## src/rtl/sram_write_arbiter.sv

```systemverilog
// rtl/sram_write_arbiter.sv - N-channel burst-locked write arbiter onto one SRAM request port
module sram_write_arbiter #(
  parameter int N_CH      = 4,
  parameter int ADDR_W    = 18,
  parameter int DATA_W    = 32,
  parameter int MASK_W    = 4,
  parameter int BURST_LEN = 8,
  parameter int RR_MODE   = 1,
  localparam int BEAT_W   = MASK_W + ADDR_W + DATA_W,
  localparam int GID_W    = (N_CH > 1) ? $clog2(N_CH) : 1
) (
  input  logic                     clock,
  input  logic                     reset,
  input  logic [N_CH*BEAT_W-1:0]   ch_din,
  input  logic [N_CH-1:0]          ch_din_valid,
  output logic [N_CH-1:0]          ch_din_ready,
  output logic                     sram_addr_valid,
  input  logic                     sram_ready,
  output logic [ADDR_W-1:0]        sram_addr,
  output logic [DATA_W-1:0]        sram_data_in,
  output logic [MASK_W-1:0]        sram_write_mask,
  output logic [GID_W-1:0]         grant_id,
  output logic                     busy
);

  typedef enum logic {S_IDLE, S_GRANT} state_t;

  state_t              r_state;
  state_t              w_state_nxt;
  logic [GID_W-1:0]    r_grant;
  logic [GID_W-1:0]    r_last;
  logic [7:0]          r_cnt;
  logic                r_valid;
  logic [ADDR_W-1:0]   r_addr;
  logic [DATA_W-1:0]   r_data;
  logic [MASK_W-1:0]   r_mask;

  logic                w_any;
  logic [GID_W-1:0]    w_win;
  logic [GID_W-1:0]    w_idx;
  logic                w_busy;
  logic                w_can_load;
  logic                w_sel_valid;
  logic                w_accept;
  logic                w_release;
  logic [BEAT_W-1:0]   w_sel_beat;

  assign w_any       = |ch_din_valid;
  assign w_busy      = (r_state == S_GRANT);
  assign w_can_load  = ~r_valid | sram_ready;
  assign w_sel_valid = ch_din_valid[r_grant];
  assign w_sel_beat  = ch_din[int'(r_grant)*BEAT_W +: BEAT_W];
  assign w_accept    = w_busy & w_sel_valid & w_can_load;
  assign w_release   = w_busy & w_can_load &
                       (~w_sel_valid | (r_cnt == 8'(BURST_LEN - 1)));

  // Loops run in reverse search order so the last hit is the first candidate.
  always_comb begin
    w_win = '0;
    w_idx = '0;
    if (RR_MODE != 0) begin
      for (int k = N_CH; k >= 1; k--) begin
        w_idx = GID_W'((int'(r_last) + k) % N_CH);
        if (ch_din_valid[w_idx]) w_win = w_idx;
      end
    end else begin
      for (int i = N_CH - 1; i >= 0; i--) begin
        if (ch_din_valid[i]) w_win = GID_W'(i);
      end
    end
  end

  always_ff @(posedge clock) begin
    if (reset) r_state <= S_IDLE;
    else       r_state <= w_state_nxt;
  end

  always_comb begin
    w_state_nxt = r_state;
    case (r_state)
      S_IDLE:  if (w_any)     w_state_nxt = S_GRANT;
      S_GRANT: if (w_release) w_state_nxt = S_IDLE;
      default:                w_state_nxt = S_IDLE;
    endcase
  end

  always_comb begin
    ch_din_ready = '0;
    if (w_busy && w_can_load) ch_din_ready[r_grant] = 1'b1;
    busy            = w_busy;
    grant_id        = r_grant;
    sram_addr_valid = r_valid;
    sram_addr       = r_addr;
    sram_data_in    = r_data;
    sram_write_mask = r_mask;
  end

  // Release wins over the increment so a capped burst restarts at zero.
  always_ff @(posedge clock) begin
    if (reset) begin
      r_grant <= '0;
      r_last  <= GID_W'(N_CH - 1);
      r_cnt   <= '0;
      r_valid <= 1'b0;
      r_addr  <= '0;
      r_data  <= '0;
      r_mask  <= '0;
    end else begin
      if (!w_busy && w_any) r_grant <= w_win;
      if (w_accept) begin
        r_valid <= 1'b1;
        r_mask  <= w_sel_beat[BEAT_W-1 -: MASK_W];
        r_addr  <= w_sel_beat[DATA_W +: ADDR_W];
        r_data  <= w_sel_beat[DATA_W-1:0];
        r_cnt   <= r_cnt + 8'd1;
      end else if (sram_ready) begin
        r_valid <= 1'b0;
      end
      if (w_release) begin
        r_last <= r_grant;
        r_cnt  <= '0;
      end
    end
  end

endmodule

```

## config.mk

```make
export PLATFORM = sky130hd
export DESIGN_NAME = sram_write_arbiter
export DESIGN_NICKNAME = d
export VERILOG_FILES = /design/src/rtl/sram_write_arbiter.sv
export SDC_FILE = /design/constraint.sdc
export NUM_CORES = 1
export LEC_CHECK = 0
export ABC_CLOCK_PERIOD_IN_PS = 4300
export BUFFER_PORTS_ARGS = -buffer_cell sky130_fd_sc_hd__buf_4
export CORE_AREA = 2 2 112 114
export CTS_CLUSTER_SIZE = 40
export DETAILED_ROUTE_END_ITERATION = 16
export DIE_AREA = 0 0 114 116
export HOLD_SLACK_MARGIN = 0.05
export PLACE_DENSITY = 0.66
export RECOVER_POWER = 25
export SYNTH_ARGS = -nofsm -noshare
export SYNTH_HDL_FRONTEND = slang
export SYNTH_SLANG_ARGS = --single-unit
```

## constraint.sdc

```tcl
create_clock -name clock -period 4.3 [get_ports clock]
set_input_delay 0.86 -clock clock [delete_from_list [all_inputs] [get_ports clock]]
set_output_delay 0.86 -clock clock [all_outputs]
set_load 0.03 [all_outputs]
```

# --- Word level (Yosys, flattened, before mapping) ---
# Index checks and enable logic that the tools add are counted.
# W data, S select, Z words.
word_totals:
  register_bits: 68
  inputBits: 223
classes:
  mul: 1
  muxes: 22
  order_cmp: 6
  add_sub_neg: 5
  n_bitwise: 9
  n_shift: 1
  reduce_logical: 7
  n_eq_ne: 1
op_table:
  columns: ["op", "n"]
  rows:
  - ["$shiftx A216 B9 Y54", 1]
  - ["$lt A2 B3 Y1 const B", 5]
  - ["$bmux W1 S2", 5]
  - ["$mux W1", 10]
  - ["$add A8 B1 Y8 const B", 1]
  - ["$eq A8 B3 Y1 const B", 1]
  - ["$mux W2", 4]
  - ["$mul A2 B5 Y7 const B", 1]
  - ["$add A2 B1 Y2 const B", 2]
  - ["$add A2 B2 Y2 const B", 2]
  - ["$and A1 B1 Y1", 4]
  - ["$mux W4", 1]
  - ["$reduce_or A4 Y1", 1]
  - ["$logic_and A1 B1 Y1", 3]
  - ["$not A1 Y1", 3]
  - ["$demux W1 S2", 1]
  - ["$ge A2 B1 Y1 const B", 1]
  - ["$or A1 B1 Y1", 2]
  - ["$pmux W1 S2", 1]
  - ["$reduce_bool A2 Y1", 1]
  - ["$reduce_or A2 Y1", 1]
  - ["$logic_not A1 Y1", 1]

# --- Logic depth before layout (Yosys ltp) ---
# Gate-level depths: netlist (run 1).
logic_depth:
  depth_word: 7
  mapped_depth: 7
  mapped_depth_nobuf: 5

# --- Worst setup path after synthesis (run 1) ---
# OpenSTA, ideal clock, no wires.
synth_path:
  path_type: "input-to-output"
  startpoint: "in sram_ready"
  endpoint: "out ch_din_ready[0]"
  path_buffers: 1
  setup_slack_ns: 1.388
  arrival_time_ns: 2.052
  cell_stages: 4
  required_ns: 3.440
  path_cell_list: "nand2b_1 > clkbuf_1 > nand2_1 > nor3_1"
synth_between:
  elab_chain_len: 3
synth_lines:
  columns: ["element", "line", "source"]
  rows:
  - ["start: declaration", "18", "input logic sram_ready,"]
  - ["$or A1 B1 Y1", "50", "assign w_can_load = ~r_valid | sram_ready;"]
  - ["$logic_and A1 B1 Y1", "89", "if (w_busy && w_can_load) ch_din_ready[r_grant] = 1'b1;"]
  - ["$mux W4", "89", null]
  - ["end: declaration", "16", "output logic [N_CH-1:0] ch_din_ready,"]
# No other way between the ends.

# --- Worst setup path in the final report (run 1) ---
layout_path:
  startpoint: "in sram_ready"
  endpoint: "out ch_din_ready[1]"
# The elaborated chain is that of the path after synthesis.

==> impl_metrics.py, run 1 <==
metrics = {
    "status": {
        "status": "finished, final reports clean",
    },
    "worst_setup_path": {
        "crit_chain": "buf_4 > nand2b_1 > nand2_1 > nor3_1 > buf_4",
        "crit_required_ps": 3440,
        "critPathMaxFanout": 9,
        "timing_worst_setup_path_type": "in -> out",
        "rr_startpoint": "grant_id[1]",
        "rr_endpoint": "r_cnt[7]",
        "critical_path.startpoint": "sram_ready",
        "start_kind": "input pin",
        "timing.critical_path.depth": 5,
        "critPathCaptureType": "primary output",
        "ff2ff_setup_slack_ps": 1710,
        "max_stage_delay_ps": 300,
        "reg2reg_depth": 4,
        "crit_top_cell": "buf_4",
        "crit_slowest_cell": "nor3_1",
        "cp.arrival_ps": 1920,
        "cpLargestDelayFamily": "simple AND/OR/NAND/NOR gates",
        "endpoint": "ch_din_ready[1]",
        "worst-path-buf-inv": 2,
    },
    "yosys": {
        "synth_compound_area_share_pct": 11.3,
        "syn_nets": 610,
        "synth_xor_area_share_pct": 0.913,
        "synthAdderAreaFrac_pct": 0.326,
        "synth_area_um2": 3840,
        "synth_mux_area_share_pct": 32.5,
        "syn_inst": 386,
        "synth_cell_type_count": 31,
        "synth.yosys.warnings": 0,
        "synth_simple_gate_area_share_pct": 14.7,
        "synth_top_family_by_area": "multiplexers",
        "syn_avg_cell_area_um2": 9.94,
        "seq_area_frac_synth_pct": 35.5,
        "synth_seq_cells": 68,
    },
    "detailed_routing": {
        "drtIter0Drc": 180,
        "dr.pass1.iters": 4,
        "viasPerCell": 5.11,
        "ant_nets": 0,
        "vias": 4096,
        "detail_route.wl_per_cell_um": 17.0,
        "route.detailed.drc": 0,
        "wirelength_mm": 13.6,
    },
    "cts": {
        "clock_sink_count": 68,
        "cts_root_buf": "clkbuf_16",
        "post_cts_buffers": 0,
        "cts_tree": "yes",
        "clock_path_buffers": 2,
        "hold_buffers": 0,
        "cts_buffers": 9,
        "clk_pin_slew_worst_paths_ps": 50,
        "clock_latency_ps": 330,
        "cts-htree-levels": 3,
        "cts_resized": 0,
    },
    "timing": {
        "final.min_clock_period_ps": 2780,
        "hold_viol": 0,
        "finalCritPeriodShare_pct": 64.6,
        "maxSlewHeadroom_pct": 30.9,
        "worst_slew_pin_slew_ps": 1040,
        "rsz0062_at_grt": "false",
        "setup-violations-final": 0,
        "slew_viol_final": 0,
        "fmax_ghz": 0.360,
        "fin_tns_setup_ps": 0,
        "fin_skew_ps": 9.38,
    },
    "layout": {
        "nets": 874,
        "diodes": 0,
        "fillers": 1131,
        "areaGrowthSynthToFinish_pct": 62.2,
        "drive_gt1_share_pct": 50.7,
        "design_area_um2": 6230,
    },
    "global_route": {
        "grt_pass1_vias": 4071,
        "grt_max_degree": 60,
        "gr-total-overflow": 0,
        "grt_first_pass_wirelength_mm": 20.1,
        "track_usage_pct": 19.5,
        "antenna_found_initial": 0,
    },
    "place": {
        "placed_cell_area_um2": 6020,
        "gp_congestion": 0.866,
        "place_hpwl_mm": 10.8,
        "portBuffers": 284,
    },
    "die": {
        "io_pins": 285,
        "die_area_um2": 13200,
        "fp-row-count": 40,
        "die_y_um": 116,
        "initial_utilization_pct": 32.2,
        "coreArea_um2": 11900,
        "die_w_um": 114,
    },
    "run": {
        "cap_violations": 0,
    },
    "power_and_ir_drop": {
        "p_leak_uw": 0.00260,
        "peakVddDrop_v": 0.000142,
        "p_per_area_nw_per_um2": 394,
    },
    "worst_hold_path": {
        "hold_class": "reg -> reg",
    },
}
==> cells by family after synthesis <==
logic type,Yosys count
and+or+nand+nor,138
AOI/OAI and AO/OA,79
DFF,68
muxes,56
buffers and inverters,40
xor gates and xnor gates,4
adders and majority gates,1
==> power by group <==
group / leakage (µW) / internal [µW] / switching (µW)
sequential: 0.000556 / 708 / 82.7
combinational: 0.00189 / 426 / 441
clock: 0.000159 / 523 / 275
==> worst min-delay path: cells and delay by family (launching register included) <==
| kind | cells | cell delay (ps) |
|---|---|---|
| AOI/OAI and AO/OA | 1 | 50 |
| and+or+nand+nor | 1 | 50 |
| DFF | 1 | 300 |
==> worst min-delay path by stage <==
stage	start	to	depth (start not counted)
CTS	sram_data_in[27]	sram_data_in[27]	2
global route	sram_data_in[21]	sram_data_in[21]	2
detailed placement	sram_data_in[27]	sram_data_in[27]	2
finish	sram_addr[7]	sram_addr[7]	2
floorplan	r_cnt[7]	r_cnt[7]	2
global placement	sram_addr[7]	sram_addr[7]	2
==> cells in the final DEF (no fill, tap or decap), drive strengths merged, types with 2 or more instances in the layout <==
cell	synthesis	final
buf	21	255
nand2	115	115
dfxtp	68	68
a21oi	63	63
mux4	55	55
clkbuf	13	42
inv	6	7
nor2	5	5
o21ai	5	5
nor3	4	4
nand4	4	4
or4	3	3
xor2	3	3
and3	3	3
o31a	2	2
o22ai	2	2
o311ai	2	2
o31ai	2	2
clkinv	0	2
bufinv	0	2
nand3	2	2
==> final cells by class <==
type                    count  area, µm²  area share [%]
clock inverters             6       86.3            1.39
inverters                   6       22.5           0.362
flip-flops and latches     68       1370            21.9
clock buffers              10        239            3.84
multi-input cells         278       2290            36.8
well taps                 147        184            2.95
repair buffers            287       2030            32.7
==> Yosys cell counts <==
library cell  instances  share of area [%]
o221ai_1              1               0.23
buf_4                 4               0.78
mux2i_1               1               0.26
o21ai_0               4               0.52
buf_2                15                2.0
nor3_1                4               0.52
xor2_1                3               0.68
and3_1                3               0.49
nand2_1             115                 11
or3_1                 1               0.16
dfxtp_1              68                 35
clkbuf_1             13                1.3
o311ai_0              2               0.46
o21ai_2               1               0.23
ha_1                  1               0.33
or4_1                 3               0.59
o41ai_1               1               0.23
nand4_1               4               0.65
o31ai_1               2               0.39
o22ai_1               2               0.33
o31a_1                2               0.46
nor2_1                5               0.49
mux4_2               55                 32
nand2b_1              1               0.16
xnor2_1               1               0.23
nand3_2               1               0.26
a21oi_1              63                8.2
nand3_1               1               0.13
buf_1                 2               0.20
a31o_2                1               0.23
inv_1                 6               0.59
==> stage by stage <==
step / hold slack (ps) / setup slack (ps) / utilization (%) / total power [µW] / instances
after floorplan: 446 / 1390 / - / 1360 / 386
after CTS: 455 / 1510 / 53.3 / 2520 / 802
after global routing: 474 / 1450 / 52.3 / 2590 / 802
after detailed placement: 447 / 1550 / 50.6 / 1710 / 786
after global placement: 442 / 1600 / 50.6 / 1700 / 786
final: 454 / 1520 / 52.3 / 2450 / 802
==> state kept, by name, summed over array words and instances (netlist names) <==
signal           count
grant_id             2
sram_data_in        32
sram_write_mask      4
r_cnt                8
busy                 1
sram_addr_valid      1
r_last               2
sram_addr           18
==> routing by layer <==
metal	global-route usage (%)	vias to the layer above	wire length, µm
li1	-	1945	-
met3	4.81	12	1210
met2	36.5	207	7310
met5	0	-	0
met4	6.83	0	187
met1	21.6	1932	4900
(Power assumes the default switching activity.)
==> run 2: changes to the inputs <==
Settings changed: ABC_CLOCK_PERIOD_IN_PS 4300 to 2650, CORE_AREA 2 2 112 114 to 2 2 109 111, DIE_AREA 0 0 114 116 to 0 0 111 113, PLACE_DENSITY 0.66 to 0.69.
Clock period 4.3 ns to 2.65 ns, I/O delays scaled along.
==> run 2 against run 1 <==
  * Non-clock buffer count grew 5
  * Worst hold slack worse by 2.5 ps
  * Total power up 56%
  * Combinational power is 72% higher
  * Wire length is 4.6% lower
  * Register-to-register slack worse by 960 ps
==> impl_metrics.py, run 2 (synthesized netlist as in run 1, its figures left out) <==
metrics = {
    "worst_setup_path": {
        "cp.arrival_ps": 1570,
        "critPathMaxFanout": 21,
        "start_kind": "flop",
        "reg2reg_depth": 5,
        "critPathCaptureType": "primary output",
        "crit_required_ps": 2120,
        "timing_worst_setup_path_type": "reg -> out",
    },
    "timing": {
        "maxSlewHeadroom_pct": 52.7,
        "final.min_clock_period_ps": 2100,
        "fin_skew_ps": 4.56,
        "hold_viol": 0,
        "rsz0062_at_grt": "false",
        "finalCritPeriodShare_pct": 79.4,
        "fmax_ghz": 0.475,
        "worst_slew_pin_slew_ps": 700,
        "fin_tns_setup_ps": 0,
        "slew_viol_final": 0,
        "setup-violations-final": 0,
    },
    "cts": {
        "clock_sink_count": 68,
        "cts_root_buf": "clkbuf_16",
        "clk_pin_slew_worst_paths_ps": 50,
        "hold_buffers": 0,
        "clock_path_buffers": 2,
        "cts_tree": "yes",
        "clock_latency_ps": 320,
        "cts_buffers": 9,
        "cts-htree-levels": 3,
        "cts_resized": 0,
        "post_cts_buffers": 0,
    },
    "die": {
        "die_w_um": 111,
        "fp-row-count": 39,
        "die_y_um": 113,
        "io_pins": 285,
        "coreArea_um2": 11300,
        "initial_utilization_pct": 34.1,
        "die_area_um2": 12500,
    },
    "global_route": {
        "gr-total-overflow": 0,
        "grt_max_degree": 38,
        "track_usage_pct": 20.2,
        "grt_first_pass_wirelength_mm": 20.2,
        "antenna_found_initial": 0,
        "grt_pass1_vias": 4130,
    },
    "place": {
        "placed_cell_area_um2": 6070,
        "portBuffers": 284,
        "post-place-cells": 787,
        "gp_congestion": 0.832,
        "place_hpwl_mm": 10.5,
    },
    "detailed_routing": {
        "vias": 4102,
        "drtIter0Drc": 223,
        "detail_route.wl_per_cell_um": 16.2,
        "dr.pass1.iters": 4,
        "route.detailed.drc": 0,
        "wirelength_mm": 13.0,
        "ant_nets": 0,
        "viasPerCell": 5.11,
    },
    "layout": {
        "largest_register_ffs": 32,
        "design_area_um2": 6230,
        "multi_input_area_um2": 2290,
        "nets": 879,
        "drive_gt1_share_pct": 50.6,
        "fin_cells": 803,
        "regArea_um2": 1370,
        "diodes": 0,
        "final_common_cell": "buf_4",
        "fillers": 1050,
        "areaGrowthSynthToFinish_pct": 62.3,
        "final_cell_mix": "259 x buf_4, 115 x nand2_1, 66 x dfxtp_1",
    },
    "run": {
        "cap_violations": 0,
    },
    "power_and_ir_drop": {
        "p_per_area_nw_per_um2": 613,
        "peakVddDrop_v": 0.000278,
        "finalPower_uw": 3820,
        "p_leak_uw": 0.00261,
    },
    "worst_hold_path": {
        "hold_class": "reg -> reg",
        "min_path_cells": 2,
    },
    "status": {
        "status": "finished, final reports clean",
    },
}
-- run 2: path summary, 6_finish.rpt --
check | from | endpoint | slack [ps]
setup / recovery | grant_id[0] | ch_din_ready[3] | 550
hold reg to reg | sram_data_in[15] | sram_data_in[15] | 450
setup reg to reg | grant_id[0] | sram_addr[0] | 750
hold / removal | sram_data_in[15] | sram_data_in[15] | 450
-- run 2: cell type report --
cell class	instances	area share, %
Inverter	6	0.362
Multi-Input combinational cell	278	36.8
Clock buffer	15	4.46
Sequential cell	68	21.9
Tap cell	143	2.87
Timing Repair Buffer	292	33.5
Clock inverter	1	0.0803
-- run 2: report_power, final --
group	switching (µW)	total (µW)	internal (µW)	leakage [µW]
logic	779	1490	709	0.00192
clock network	398	1110	709	0.000140
registers	75.2	1230	1150	0.000556
-- run 2: metal layers --
metal  track usage, %  wire length (µm)
met1             23.3              4810
met2             36.3              6700
met3             4.61              1130
met4             8.08               328
met5                0                 0
-- run 2: per-stage QoR --
stage / setup WS, ps / hold WS (ps) / utilization [%]
after floorplan: 84.6 / 446 / -
after global placement: 497 / 443 / 53.8
after detailed placement: 458 / 447 / 53.8
after CTS: 507 / 454 / 56.3
after global routing: 408 / 469 / 55.3
final: 546 / 451 / 55.3
-- run 2: critical path: stages (launching register included) --
cell and delay, ps:
dfxtp_4 350, buf_4 350, inv_1 160, nor3_1 210, buf_4 190
==> run 3: changes to the inputs <==
Settings changed: ABC_AREA set to 1, ABC_CLOCK_PERIOD_IN_PS 2650 to 2100, CORE_AREA 2 2 109 111 to not set, CORE_ASPECT_RATIO set to 0.6, CORE_MARGIN set to 2, CORE_UTILIZATION set to 43, DIE_AREA 0 0 111 113 to not set, PLACE_DENSITY 0.69 to 0.82.
Clock period 2.65 ns to 2.1 ns, I/O delays scaled along.
==> run 3 against run 2 <==
  * Wire length is 22% higher
  * Synthesized area is 13% higher
  * Sequential cell count stayed put
  * Sequential share of layout area is 1.5 points lower
  * Cell count is 43% higher
  * First-iteration DRC count is 16% higher
  * Register-to-register slack worse by 390 ps
  * Worst hold slack worse by 180 ps
==> impl_metrics.py, run 3 <==
metrics = {
    "cts": {
        "cts_buffers": 9,
        "cts-htree-levels": 3,
        "clock_latency_ps": 330,
        "hold_buffers": 0,
        "cts_root_buf": "clkbuf_16",
        "clock_path_buffers": 2,
        "clk_pin_slew_worst_paths_ps": 60,
        "clock_sink_count": 68,
        "post_cts_buffers": 0,
        "cts_tree": "yes",
        "cts_resized": 0,
    },
    "yosys": {
        "synth.yosys.warnings": 0,
        "syn_nets": 974,
        "yosysTopAreaCellShare_pct": 31.4,
        "synth-edff-count": 0,
        "syn_avg_cell_area_um2": 5.78,
        "synth_seq_cells": 68,
        "async_flop_share_pct": 0,
        "syn_inst": 750,
        "synth_cell_type_count": 19,
        "synthFlopType": "dfxtp_1",
        "synth.area.top_cells": "dfxtp_1 31%, nand2_1 24%, a21oi_1 13%",
        "synth_top_area_cell": "dfxtp_1",
        "synth.most_common_cell": "nand2_1",
        "seq_area_frac_synth_pct": 31.4,
        "synth_area_um2": 4340,
        "ys_top_cells_by_count": "277 x nand2_1, 116 x a21oi_1, 68 x dfxtp_1",
    },
    "power_and_ir_drop": {
        "peakVddDrop_v": 0.000580,
        "p_leak_uw": 0.00335,
        "p_per_area_nw_per_um2": 1070,
    },
    "layout": {
        "drive_gt1_share_pct": 29.1,
        "design_area_um2": 6700,
        "fillers": 899,
        "final_cell_mix": "277 x nand2_1, 267 x buf_4, 116 x a21oi_1",
        "diodes": 0,
        "largest_register_ffs": 32,
        "final_common_cell": "nand2_1",
        "nets": 1230,
        "areaGrowthSynthToFinish_pct": 54.6,
    },
    "run": {
        "cap_violations": 0,
    },
    "detailed_routing": {
        "ant_nets": 0,
        "detail_route.wl_per_cell_um": 13.9,
        "vias": 5764,
        "wirelength_mm": 15.9,
        "route.detailed.drc": 0,
        "dr.pass1.iters": 6,
        "drtIter0Drc": 258,
        "viasPerCell": 5.03,
    },
    "worst_setup_path": {
        "rr_startpoint": "grant_id[1]",
        "rr_endpoint": "sram_data_in[30]",
        "reg2reg_depth": 8,
        "cp.arrival_ps": 1560,
        "crit_required_ps": 1680,
        "timing_worst_setup_path_type": "reg -> out",
        "start_kind": "flop",
        "critPathMaxFanout": 50,
        "critPathCaptureType": "primary output",
        "ff2ff_setup_slack_ps": 360,
    },
    "global_route": {
        "gr-total-overflow": 0,
        "grt_pass1_vias": 5147,
        "track_usage_pct": 28.3,
        "antenna_found_initial": 0,
        "grt_max_degree": 74,
        "grt_first_pass_wirelength_mm": 24.7,
    },
    "place": {
        "place_hpwl_mm": 11.9,
        "portBuffers": 284,
        "placed_cell_area_um2": 6540,
        "gp_congestion": 0.958,
    },
    "die": {
        "fp-row-count": 28,
        "die_w_um": 134,
        "die_area_um2": 10900,
        "io_pins": 285,
        "initial_utilization_pct": 44.0,
        "die_y_um": 81.8,
        "coreArea_um2": 9840,
    },
    "timing": {
        "setup-violations-final": 0,
        "finalCritPeriodShare_pct": 94.1,
        "fin_skew_ps": 5.70,
        "fmax_ghz": 0.506,
        "worst_slew_pin_slew_ps": 553,
        "hold_viol": 0,
        "rsz0062_at_grt": "false",
        "fin_tns_setup_ps": 0,
        "maxSlewHeadroom_pct": 62.6,
        "slew_viol_final": 0,
        "final.min_clock_period_ps": 1980,
    },
    "worst_hold_path": {
        "hold_class": "in -> reg",
        "min_to": "sram_addr_valid",
        "min_path_cells": 2,
        "hp-start": "reset",
    },
    "status": {
        "status": "finished, final reports clean",
    },
}
run 3: area by class of cell:
cell class	instances	area [µm²]	area share, %
multi-input combinational	598	2610	39.0
timing repair buffer	301	2160	32.3
sequential	68	1370	20.4
clock buffer	15	278	4.14
tap	135	169	2.52
inverter	28	109	1.62
clock inverter	1	5.00	0.0747
run 3: power breakdown:
part           switching [µW]  internal, µW
registers                 240          1640
clock network             529           895
logic                    2570          1290
run 3: worst max-delay path by stage:
stage | to | cells past startpoint | startpoint
detailed placement | sram_data_in[30] | 8 | grant_id[1]
global placement | ch_din_ready[1] | 4 | grant_id[0]
CTS | ch_din_ready[1] | 4 | grant_id[0]
global route | ch_din_ready[0] | 5 | grant_id[1]
finish | ch_din_ready[1] | 4 | grant_id[0]
floorplan | ch_din_ready[2] | 4 | grant_id[0]
run 3: cells by family (layout without fill, tap and decap cells):
kind of cell,Yosys count,in the layout,share of synthesized area [%]
flops,68,68,31.4
buf+inv,84,345,8.48
xor+xnor,5,5,1.01
simple gates,414,414,38.2
compound gates,178,178,20.6
fa+ha+maj,1,1,0.289
run 3: metal layers:
metal	up-vias	part of all wire, %	track usage (%)
li1	2962	-	-
met1	2517	44	36.2
met2	258	46	46.7
met3	27	8.1	7.28
met4	0	2.2	10.5
met5	-	0	0
run 3: worst max-delay path, stage by stage, from the launching register on:
cell and delay (ps):
dfxtp_4 390, buf_4 430, nand2_1 100, nor2_1 120, buf_4 170
run 3: through the flow:
stage / std cells / utilization, % / setup WS (ps) / total power, µW / hold WS (ps)
4_1_cts: 1146 / 69.3 / 96.8 / 7320 / 257
3_5_place_dp: 1130 / 66.4 / 374 / 5890 / 479
5_1_grt: 1146 / 68.1 / 32.3 / 7660 / 259
6_report: 1146 / 68.1 / 124 / 7160 / 267
3_3_place_gp: 1130 / 66.4 / 433 / 5850 / 478
2_1_floorplan: 750 / - / 68.2 / 4480 / 453
